## src/rtl/ctrl_pkg.sv

```systemverilog
// ctrl_pkg: shared opcode, state and datapath-select encodings for multicycle_ctrl
package ctrl_pkg;
  localparam int WAIT_W = 8;
  typedef enum logic [3:0] {
    OP_NOP  = 4'd0,
    OP_ADD  = 4'd1,
    OP_ADDI = 4'd2,
    OP_LR   = 4'd3,
    OP_SR   = 4'd4,
    OP_BNEQ = 4'd5,
    OP_LI   = 4'd6,
    OP_SUB  = 4'd7,
    OP_BEQ  = 4'd8,
    OP_JMP  = 4'd9
  } opcode_e;
  typedef enum logic [3:0] {
    S_RESET     = 4'd0,
    S_IF        = 4'd1,
    S_ID        = 4'd2,
    S_R_EXE     = 4'd3,
    S_LR_ADDR   = 4'd4,
    S_SR_ADDR   = 4'd5,
    S_BRANCH    = 4'd6,
    S_JUMP      = 4'd7,
    S_MEM_READ  = 4'd9,
    S_MEM_WB    = 4'd10,
    S_MEM_STORE = 4'd11,
    S_ALU_WB    = 4'd12,
    S_ERROR     = 4'd13
  } state_e;
  typedef enum logic [1:0] {ALU_ADD = 2'd0, ALU_SUB = 2'd1, ALU_PASS_B = 2'd2} alu_op_e;
  typedef enum logic [1:0] {PC_ALU = 2'd0, PC_ALU_BUF = 2'd1, PC_JUMP = 2'd2, PC_RESET_VEC = 2'd3} pc_src_e;
  typedef enum logic [1:0] {SRC_B_REG = 2'd0, SRC_B_PLUS_1 = 2'd1, SRC_B_IMM = 2'd2} src_b_e;
endpackage

```

## src/rtl/mem_wait_timer.sv

```systemverilog
// mem_wait_timer: saturating data-memory wait counter with timeout compare
module mem_wait_timer
  import ctrl_pkg::*;
#(
  parameter int MEM_TIMEOUT = 15
) (
  input  logic clk,
  input  logic reset,
  input  logic clr,
  input  logic inc,
  output logic timeout
);
  logic [WAIT_W-1:0] cnt_q, cnt_d;
  always_comb cnt_d = clr ? '0 : inc ? cnt_q + {{(WAIT_W-1){1'b0}}, cnt_q != '1} : cnt_q;
  always_ff @(posedge clk) cnt_q <= reset ? '0 : cnt_d;
  // fires on the waiting cycle that brings the count up to MEM_TIMEOUT
  assign timeout = inc && cnt_q == WAIT_W'(MEM_TIMEOUT - 1);
endmodule

```

## src/rtl/multicycle_ctrl.sv

```systemverilog
// multicycle_ctrl: multicycle CPU control FSM; define CTRL_MEM_TIMEOUT_EN to enable the memory wait timeout
module multicycle_ctrl
  import ctrl_pkg::*;
#(
  parameter int WIDTH_OPCODE = 4,
  parameter int MEM_TIMEOUT  = 15
) (
  input  logic                    clk,
  input  logic                    reset,
  input  logic [WIDTH_OPCODE-1:0] opcode,
  input  logic                    zero,
  input  logic                    mem_ready,
  output logic                    IR_Write,
  output logic                    MemToReg,
  output logic                    Mem_Read_not_Write,
  output logic                    Mem_Select,
  output logic                    pc_write_enable,
  output logic                    alu_src_a,
  output logic                    RegWrite,
  output logic                    error,
  output logic [1:0]              PC_Source,
  output logic [1:0]              alu_src_b,
  output logic [1:0]              ALUop,
  output logic [3:0]              state_dbg
);
  state_e     state_q, state_d;
  logic [3:0] op;
  logic       take, timeout;
  // nonzero upper opcode bits map to 15, which is undefined
  assign op = (opcode >> 4) == '0 ? opcode[3:0] : 4'hF;
  assign take = (op == OP_BNEQ && !zero) || (op == OP_BEQ && zero);
  assign state_dbg = state_q;
`ifdef CTRL_MEM_TIMEOUT_EN
  logic in_mem;
  assign in_mem = state_q == S_MEM_READ || state_q == S_MEM_STORE;
  mem_wait_timer #(.MEM_TIMEOUT(MEM_TIMEOUT)) u_wait (
    .clk     (clk),
    .reset   (reset),
    .clr     (!in_mem),
    .inc     (in_mem && !mem_ready),
    .timeout (timeout)
  );
`else
  assign timeout = 1'b0 && MEM_TIMEOUT > 0;
`endif
  always_comb begin
    state_d = S_ERROR;
    case (state_q)
      S_RESET:     state_d = S_IF;
      S_IF:        state_d = S_ID;
      S_ID:
        case (op)
          OP_NOP:                          state_d = S_IF;
          OP_ADD, OP_ADDI, OP_LI, OP_SUB:  state_d = S_R_EXE;
          OP_LR:                           state_d = S_LR_ADDR;
          OP_SR:                           state_d = S_SR_ADDR;
          OP_BNEQ, OP_BEQ:                 state_d = S_BRANCH;
          OP_JMP:                          state_d = S_JUMP;
          default:                         state_d = S_ERROR;
        endcase
      S_R_EXE:     state_d = S_ALU_WB;
      S_LR_ADDR:   state_d = S_MEM_READ;
      S_SR_ADDR:   state_d = S_MEM_STORE;
      S_MEM_READ:  state_d = mem_ready ? S_MEM_WB : timeout ? S_ERROR : S_MEM_READ;
      S_MEM_STORE: state_d = mem_ready ? S_IF : timeout ? S_ERROR : S_MEM_STORE;
      S_MEM_WB, S_ALU_WB, S_BRANCH, S_JUMP: state_d = S_IF;
      default:     state_d = S_ERROR;
    endcase
  end
  always_ff @(posedge clk) state_q <= reset ? S_RESET : state_d;
  always_comb begin
    IR_Write           = 1'b0;
    MemToReg           = 1'b0;
    Mem_Read_not_Write = 1'b0;
    Mem_Select         = 1'b0;
    pc_write_enable    = 1'b0;
    alu_src_a          = 1'b0;
    RegWrite           = 1'b0;
    error              = 1'b0;
    PC_Source          = PC_ALU;
    alu_src_b          = SRC_B_REG;
    ALUop              = ALU_ADD;
    case (state_q)
      S_RESET: begin
        PC_Source          = PC_RESET_VEC;
        pc_write_enable    = 1'b1;
        Mem_Read_not_Write = 1'b1;
      end
      S_IF: begin
        IR_Write           = 1'b1;
        pc_write_enable    = 1'b1;
        alu_src_b          = SRC_B_PLUS_1;
        Mem_Read_not_Write = 1'b1;
      end
      S_ID: alu_src_b = SRC_B_IMM;
      S_R_EXE: begin
        alu_src_a = 1'b1;
        alu_src_b = (op == OP_ADDI || op == OP_LI) ? SRC_B_IMM : SRC_B_REG;
        ALUop     = op == OP_SUB ? ALU_SUB : op == OP_LI ? ALU_PASS_B : ALU_ADD;
      end
      S_LR_ADDR, S_SR_ADDR: begin
        alu_src_a = 1'b1;
        alu_src_b = SRC_B_IMM;
      end
      S_MEM_READ: begin
        Mem_Select         = 1'b1;
        Mem_Read_not_Write = 1'b1;
      end
      S_MEM_STORE: Mem_Select = 1'b1;
      S_MEM_WB: begin
        Mem_Select = 1'b1;
        RegWrite   = 1'b1;
        MemToReg   = 1'b1;
      end
      S_ALU_WB: RegWrite = 1'b1;
      S_BRANCH: begin
        alu_src_a       = 1'b1;
        ALUop           = ALU_SUB;
        pc_write_enable = take;
        PC_Source       = take ? PC_ALU_BUF : PC_ALU;
      end
      S_JUMP: begin
        pc_write_enable = 1'b1;
        PC_Source       = PC_JUMP;
      end
      S_ERROR: error = 1'b1;
      default: ;
    endcase
  end
endmodule

```

## config.mk

```make
export PLATFORM = sky130hd
export DESIGN_NAME = multicycle_ctrl
export DESIGN_NICKNAME = d
export VERILOG_FILES = /design/src/rtl/ctrl_pkg.sv /design/src/rtl/mem_wait_timer.sv /design/src/rtl/multicycle_ctrl.sv
export SDC_FILE = /design/constraint.sdc
export NUM_CORES = 1
export LEC_CHECK = 0
export CORE_UTILIZATION = 43
export CTS_BUF_LIST = sky130_fd_sc_hd__clkbuf_4
export DETAILED_ROUTE_END_ITERATION = 7
export HOLD_SLACK_MARGIN = 0.12
export PLACE_DENSITY = 0.8
export SETUP_SLACK_MARGIN = 0.05
export SYNTH_ARGS = -nofsm -noshare
export SYNTH_HDL_FRONTEND = slang
export SYNTH_SLANG_ARGS = --single-unit
```

## constraint.sdc

```tcl
create_clock -name clk -period 1.6 [get_ports clk]
set_clock_uncertainty 0.05 [all_clocks]
set_input_delay 0.4 -clock clk [delete_from_list [all_inputs] [get_ports clk]]
set_output_delay 0.4 -clock clk [all_outputs]
set_load 0.02 [all_outputs]
```

==> results of run 1 <==
==> cells by family after synthesis <==
| group | Yosys count |
|---|---|
| buffers and inverters | 15 |
| adder cells (fa/ha/maj) | 6 |
| flip-flops | 4 |
| multiplexers | 2 |
| AO/OA/AOI/OAI | 26 |
| AND/OR/NAND/NOR | 38 |
| XOR/XNOR | 1 |
==> metrics by stage <==
stage	std cells	worst slack, ns	cell area (sq um)	setup TNS (ns)	util [%]
after global placement	150	-1.17	1110	-9.61	82.3
after floorplan	92	-0.167	711	-1.02	-
after detailed placement	150	-1.25	1110	-10.28	82.3
==> metrics, run 1 <==
Cell Rows=13; CTS Buffer Depth=2; Initial Utilization=47.9%; synth unique cells=36; Cells after Synth=92; failing step=clock tree synthesis (4_1_cts); Hold Buf Count CTS=0; CTS Buf Count=3; XOR/XNOR share of the synthesized area=about 1.4%; Ports=26; Post-DP HPWL=approximately 1900 um; register bit total from synthesis=4; post-synthesis mux area share=under 10%; Yosys top cell area share=between 10% and 20%; Simple-Gate Fraction of Synth Area=33.7%; Post-Synth Adder-Cell Area=11.6%; Log Error=[ERROR DPL-0038] Utilization greater than 100%, impossible to legalize; post-synthesis sequential area ratio=around an eighth; synth top area cells=dfxtp_1 (12%), ha_1 (12%), a21oi_1 (7.0%), nand2b_1 (6.8%), nor2_1 (5.8%); setup repair bufs after CTS=16; clock sinks=4; count leader, synth=nor2_1; Syn. warnings=0; port bufs=25; gpl congestion=about 0.84; Compound-Gate Fraction of Synth Area=roughly a quarter; Mapped Area=about 650 sq um; DIE HEIGHT=roughly 41 um; Post-synth top cells=nor2_1 (10), a21oi_1 (9), inv_1 (7), nand2b_1 (7), ha_1 (6); syn_area_per_cell=7.03 sq um; Main synth FF type=dfxtp_1; post-CTS sizing=146; Net Count, Synth=between 100 and 150; status=stopped before the end; die width=~40 um; leading area contributor after synthesis=dfxtp_1; Post-synth ARST share=0%; CTS Root Cell=clkbuf_4; Post-synth EDFFs=0; H-tree depth=1; largest family of logic cells by synthesized area=simple AND/OR/NAND/NOR gates
==> run 2, diff against run 1 <==
==> config.mk (replaced) <==
export PLATFORM = sky130hd
export DESIGN_NAME = multicycle_ctrl
export DESIGN_NICKNAME = d
export VERILOG_FILES = /design/src/rtl/ctrl_pkg.sv /design/src/rtl/mem_wait_timer.sv /design/src/rtl/multicycle_ctrl.sv
export SDC_FILE = /design/constraint.sdc
export NUM_CORES = 1
export LEC_CHECK = 0
export CORE_AREA = 2 2 63 65
export DETAILED_ROUTE_END_ITERATION = 7
export DIE_AREA = 0 0 65 67
export PLACE_DENSITY_LB_ADDON = 0.15
export SYNTH_ARGS = -nofsm -noshare
export SYNTH_HDL_FRONTEND = slang
export SYNTH_SLANG_ARGS = --single-unit
==> metrics, run 2 <==
RSZ-0062 raised after global routing=yes; syn_area_per_cell=approximately 7 sq um; Post-synth top cells=nor2_1 (10), a21oi_1 (9), inv_1 (7), nand2b_1 (7), ha_1 (6); Area after DPL=between 1000 and 1500 sq um; Yosys top cell area share=approximately an eighth; Synth-to-Final Area Change=136%; Routed Antenna Nets=0; max cap viols=0; CTS Buf Count=3; Power Dens Cells=~1600 nW/um^2; Crit Path Max Fanout=3; clock-pin slew on the worst setup and hold paths=approximately 0.030 ns; H-tree depth=1; CTS tree=built; wire length per cell=about 12 um; count leader, synth=nor2_1; WP data arrival=around 1.5 ns; final slew viol count=0; synth top area cells=dfxtp_1 (12%), ha_1 (12%), a21oi_1 (7.0%), nand2b_1 (6.8%), nor2_1 (5.8%); Tot GR Track Use=a little under an eighth; worst path required time=around 1.2 ns; post-route minimum period=~1.9 ns; Finished Cell Area=1530 sq um; Placeable Area=about 3600 sq um; drt first pass iters=4; fin nets=roughly 170; gpl congestion=slightly above 0.8; residual DRC count=0; clock sinks=4; Worst Setup Path Type=in -> out; Hold Path Class=in -> reg; crit end category=output port; Post-synth ARST share=0%; CTS Buffer Depth=2; leading area contributor after synthesis=dfxtp_1; Via Count=895; Mapped Area=between 600 and 700 sq um; register bit total from synthesis=4; most common cell after layout, fill and taps aside=buf_4; total die area=around 4400 sq um; Congestion Overflow GR=0; antenna cells=0; Ports=26; Initial Utilization=between 10% and 20%; initial DRC count=16; die width=around 65 um; status=finished, violations left; failing checks=negative setup slack; share of layout cells above drive strength 1=65.0%; Fin. Hold Viols=0; Setup Viol. Count Final=15; synth unique cells=36; Max IR drop VDD=between 300 and 400 uV; DIE HEIGHT=67 um; Slowest cell on crit path=a211oi_4; Cell Rows=22; critical-path cell list=buf_8 > inv_8 > ha_4 > nand3b_1 > o21ai_2 > buf_4 > nand3_4 > a211oi_4 > buf_6; vias in the first global route=880; Syn. warnings=0; Leakage=between 0.6 and 0.7 nW; Main synth FF type=dfxtp_1; CP max stage delay=roughly 0.20 ns; Worst-Margin Slew=approximately 0.29 ns; CTS Root Cell=clkbuf_8; vias per inst=4.37; port bufs=25; max reg flops=4; Post-synth EDFFs=0; global-route wire length before repair=3800 um; Net Count, Synth=~110; commonest cells after routing, fill and taps aside=buf_4 (37), buf_6 (21), a21oi_1 (7); initial antenna violation count=0; post-synthesis sequential area ratio=12.4%; worst skew pair latency=approximately 0.22 ns; Cells after Synth=about 90; Post-DP HPWL=around 1800 um; Total Wirelength=roughly 2400 um; setup tns final=-1.75 ns; dpl ws=-1.21 ns; final core occ=42.3%; post-route clock period utilization=119%; startpoint type of the worst setup path=primary input; setup ws final=-0.306 ns; fmax=525 MHz; pin count of the biggest net entering global routing=19; Slew headroom=~81%
-- run 2: cell counts after synthesis --
No cell type changed its count.
-- run 2: metrics by stage --
stage / total power [W] / hold WS, ns / cells
detailed placement: 0.00170 / 0.644 / 185
global placement: 0.00170 / 0.634 / 185
global route: 0.00252 / 0.628 / 205
floorplan: 0.000996 / 0.412 / 92
finish: 0.00237 / 0.598 / 205
CTS: 0.00215 / 0.597 / 196
-- run 2: logic make-up (layout without fill, tap and decap cells) --
group | count (synthesis) | after routing | synth area share, %
AND/OR/NAND/NOR | 38 | 38 | 33.7
AO/OA/AOI/OAI | 26 | 26 | 25.3
buffers and inverters | 15 | 80 | 12.4
adder cells (fa/ha/maj) | 6 | 6 | 11.6
flip-flops | 4 | 4 | 12.4
multiplexers | 2 | 2 | 3.29
XOR/XNOR | 1 | 1 | 1.35
-- run 2: critical path, delay by kind of cell --
family	cells	cell delay (ns)
fa+ha+maj	1	0.11
compound gates	2	0.35
buf+inv	4	0.42
simple gates	2	0.16
-- run 2: final timing paths --
check               start      endpoint  slack [ns]  depth (start not counted)
min             opcode[1]  state_dbg[3]        0.60                          4
max             opcode[1]  PC_Source[0]       -0.31                          9
max reg2reg  state_dbg[1]  state_dbg[0]       -0.02                          9
min reg2reg  state_dbg[3]  state_dbg[0]        0.64                          3
-- run 2: cell type report --
type | instances | area, sq um
Clock buffer | 3 | 41.3
Fill cell | 363 | 2080
Inverter | 7 | 41.3
Multi-Input combinational cell | 73 | 661
Sequential cell | 4 | 86.3
Tap cell | 48 | 60.1
Timing Repair Buffer | 70 | 636
-- run 2: metal layers --
layer / GRT usage (%) / vias up / wire length, um
li1: - / 451 / -
met1: 12.1 / 407 / 963
met2: 21.9 / 29 / 1250
met3: 0.845 / 8 / 106
met4: 6.38 / 0 / 76
met5: 0 / - / 0
-- run 2: timing repair --
action / CTS / global route
pin swaps: 15 / 17
setup endpoints to repair: 21 / 20
hold buffers: 0 / 0
resized for setup: 144 / 27
hold endpoints to repair: 0 / 0
buffers inserted: 8 / 11
-- run 2: where the power goes --
group / total, W / internal [W] / leakage [nW] / switching [W]
Clock: 0.000214 / 0.000160 / 0.0216 / 0.0000537
Sequential: 0.000182 / 0.000148 / 0.0343 / 0.0000344
Combinational: 0.00197 / 0.00100 / 0.601 / 0.000971
Total: 0.00237 / 0.00131 / 0.657 / 0.00106
Note: power is estimated with default switching activity, not from simulation.
==> run 3, diff against run 2 <==
--- a/config.mk
+++ b/config.mk
@@ -8,7 +8,10 @@
 export CORE_AREA = 2 2 63 65
 export DETAILED_ROUTE_END_ITERATION = 7
 export DIE_AREA = 0 0 65 67
+export GPL_TIMING_DRIVEN = 0
 export PLACE_DENSITY_LB_ADDON = 0.15
+export SLEW_MARGIN = 20
 export SYNTH_ARGS = -nofsm -noshare
 export SYNTH_HDL_FRONTEND = slang
 export SYNTH_SLANG_ARGS = --single-unit
+export TNS_END_PERCENT = 20
==> metrics, run 3 (synthesis results as in run 2) <==
Total Wirelength=around 2200 um; fmax=~510 MHz; worst path required time=roughly 1.2 ns; Slew headroom=between 70% and 80%; Synth-to-Final Area Change=104%; vias per inst=4.24; CTS Buf Count=3; initial antenna violation count=0; wire length per cell=around 12 um; status=finished, violations left; critical-path cell list=buf_6 > nand2b_4 > or3_4 > o32ai_4 > buf_6; antenna cells=0; post-route minimum period=between 1.5 and 2 ns; Via Count=between 800 and 900; DIE HEIGHT=67 um; R2R setup slack=0.04 ns; setup ws final=-0.371 ns; cell family with most CP delay=simple AND/OR/NAND/NOR gates; Congestion Overflow GR=0; Initial Utilization=roughly 18%; failing checks=negative setup slack; Final Hold Slack=~0.47 ns; H-tree depth=1; post-route clock period utilization=123%; Fin. Hold Viols=0; clock-pin slew on the worst setup and hold paths=approximately 0.030 ns; Setup Viol. Count Final=15; commonest cells after routing, fill and taps aside=buf_4 (27), buf_6 (16), nor2_1 (8); fin nets=~160; initial DRC count=6; Post-DP HPWL=about 1600 um; worst skew pair latency=0.21 ns; Leakage=approximately 0.58 nW; Worst Setup Path Type=reg -> out; clock sinks=4; Worst-Margin Slew=0.403 ns; Routed Antenna Nets=0; CTS Buffer Depth=2; gpl congestion=0.752; Finished Cell Area=between 1000 and 1500 sq um; Crit Path Max Fanout=3; residual DRC count=0; Buffers & Inverters on Critical Path=2; CTS Root Cell=clkbuf_8; Cell Rows=22; max reg flops=4; Design Power=0.00200 W; vias in the first global route=approximately 800; CP max stage delay=about 0.34 ns; global-route wire length before repair=roughly 3600 um; Max IR drop VDD=328 uV; Area after DPL=between 900 and 1000 sq um; final core occ=between 30% and 40%; max cap viols=0; most common cell after layout, fill and taps aside=buf_4; RSZ-0062 raised after global routing=yes; drt first pass iters=4; port bufs=23; Tot GR Track Use=slightly above 10%; startpoint type of the worst setup path=flop; final slew viol count=0; Ports=26; dpl ws=-1.43 ns; FILL cells=roughly 380; pin count of the biggest net entering global routing=11; CTS tree=built; area of the multi-input gates=between 500 and 600 sq um; Placeable Area=3610 sq um; Power Dens Cells=about 1500 nW/um^2; Slowest cell on crit path=or3_4; WP data arrival=1.52 ns; Hold Path Class=in -> reg; crit end category=output port; Sequential Area=between 80 and 90 sq um; die width=about 65 um; total die area=between 4000 and 5000 sq um; Most Frequent Cell on Critical Path=buf_6; share of layout cells above drive strength 1=approximately 53%
run 3: cell types whose count changed in the layout (fill, tap and decap cells not counted), sizes merged:
cell / before / now
buf: 63 / 47
inv: 7 / 6
dlymetal6s2s: 0 / 2
clkdlybuf4s15: 2 / 0
clkinv: 0 / 1
run 3: metal layers:
| layer | track usage, % | share of wire, % |
|---|---|---|
| met5 | 0 | 0 |
| met3 | 1.52 | 4.7 |
| met1 | 12.1 | 44 |
| met2 | 19.2 | 51 |
| met4 | 3.19 | 0 |
run 3: tightest hold or removal path: stages:
cell	delay (ns)
buf_6	0.10
o2111ai_1	0.10
o21ai_1	0.09
run 3: what timing repair did:
action / 4_1_cts / 5_1_grt
setup buffers: 17 / 7
pin swaps: 8 / 10
setup endpoints to repair: 19 / 17
hold buffers: 0 / 0
resized for setup: 118 / 18
run 3: path summary, 6_finish.rpt:
kind / depth (start not counted) / to / start
hold / removal: 3 / state_dbg[3] / opcode[2]
hold reg to reg: 2 / state_dbg[3] / state_dbg[1]
setup reg to reg: 8 / state_dbg[3] / state_dbg[2]
setup / recovery: 5 / ALUop[0] / state_dbg[2]
run 3: layout make-up:
| class | instances | share of cell area [%] |
|---|---|---|
| Timing Repair Buffer | 46 | 31.5 |
| Sequential cell | 4 | 6.55 |
| Buffer | 8 | 6.36 |
| Inverter | 7 | 3.13 |
| Clock buffer | 3 | 3.13 |
| Multi-Input combinational cell | 73 | 44.8 |
| Tap cell | 48 | 4.55 |
run 3: per-stage QoR:
stage | cells | TNS [ns]
after floorplan | 92 | -1.24
after detailed placement | 163 | -11.29
after global routing | 189 | -4.49
after global placement | 163 | -11.16
after CTS | 183 | -2.99
final | 189 | -3.41
run 3: power by group:
group	switching, W	leakage, nW	total (W)	internal [W]
Combinational	0.000826	0.528	0.00159	0.000768
Clock	0.0000463	0.0216	0.000206	0.000160
Sequential	0.0000515	0.0343	0.000200	0.000148
==> run 4, diff against run 3 <==
--- a/config.mk
+++ b/config.mk
@@ -5,6 +5,8 @@
 export SDC_FILE = /design/constraint.sdc
 export NUM_CORES = 1
 export LEC_CHECK = 0
+export ABC_CLOCK_PERIOD_IN_PS = 1600
+export CAP_MARGIN = 20
 export CORE_AREA = 2 2 63 65
 export DETAILED_ROUTE_END_ITERATION = 7
 export DIE_AREA = 0 0 65 67
==> results of run 4 <==
No change in the layout: final DEF, timing and power equal those of run 3.
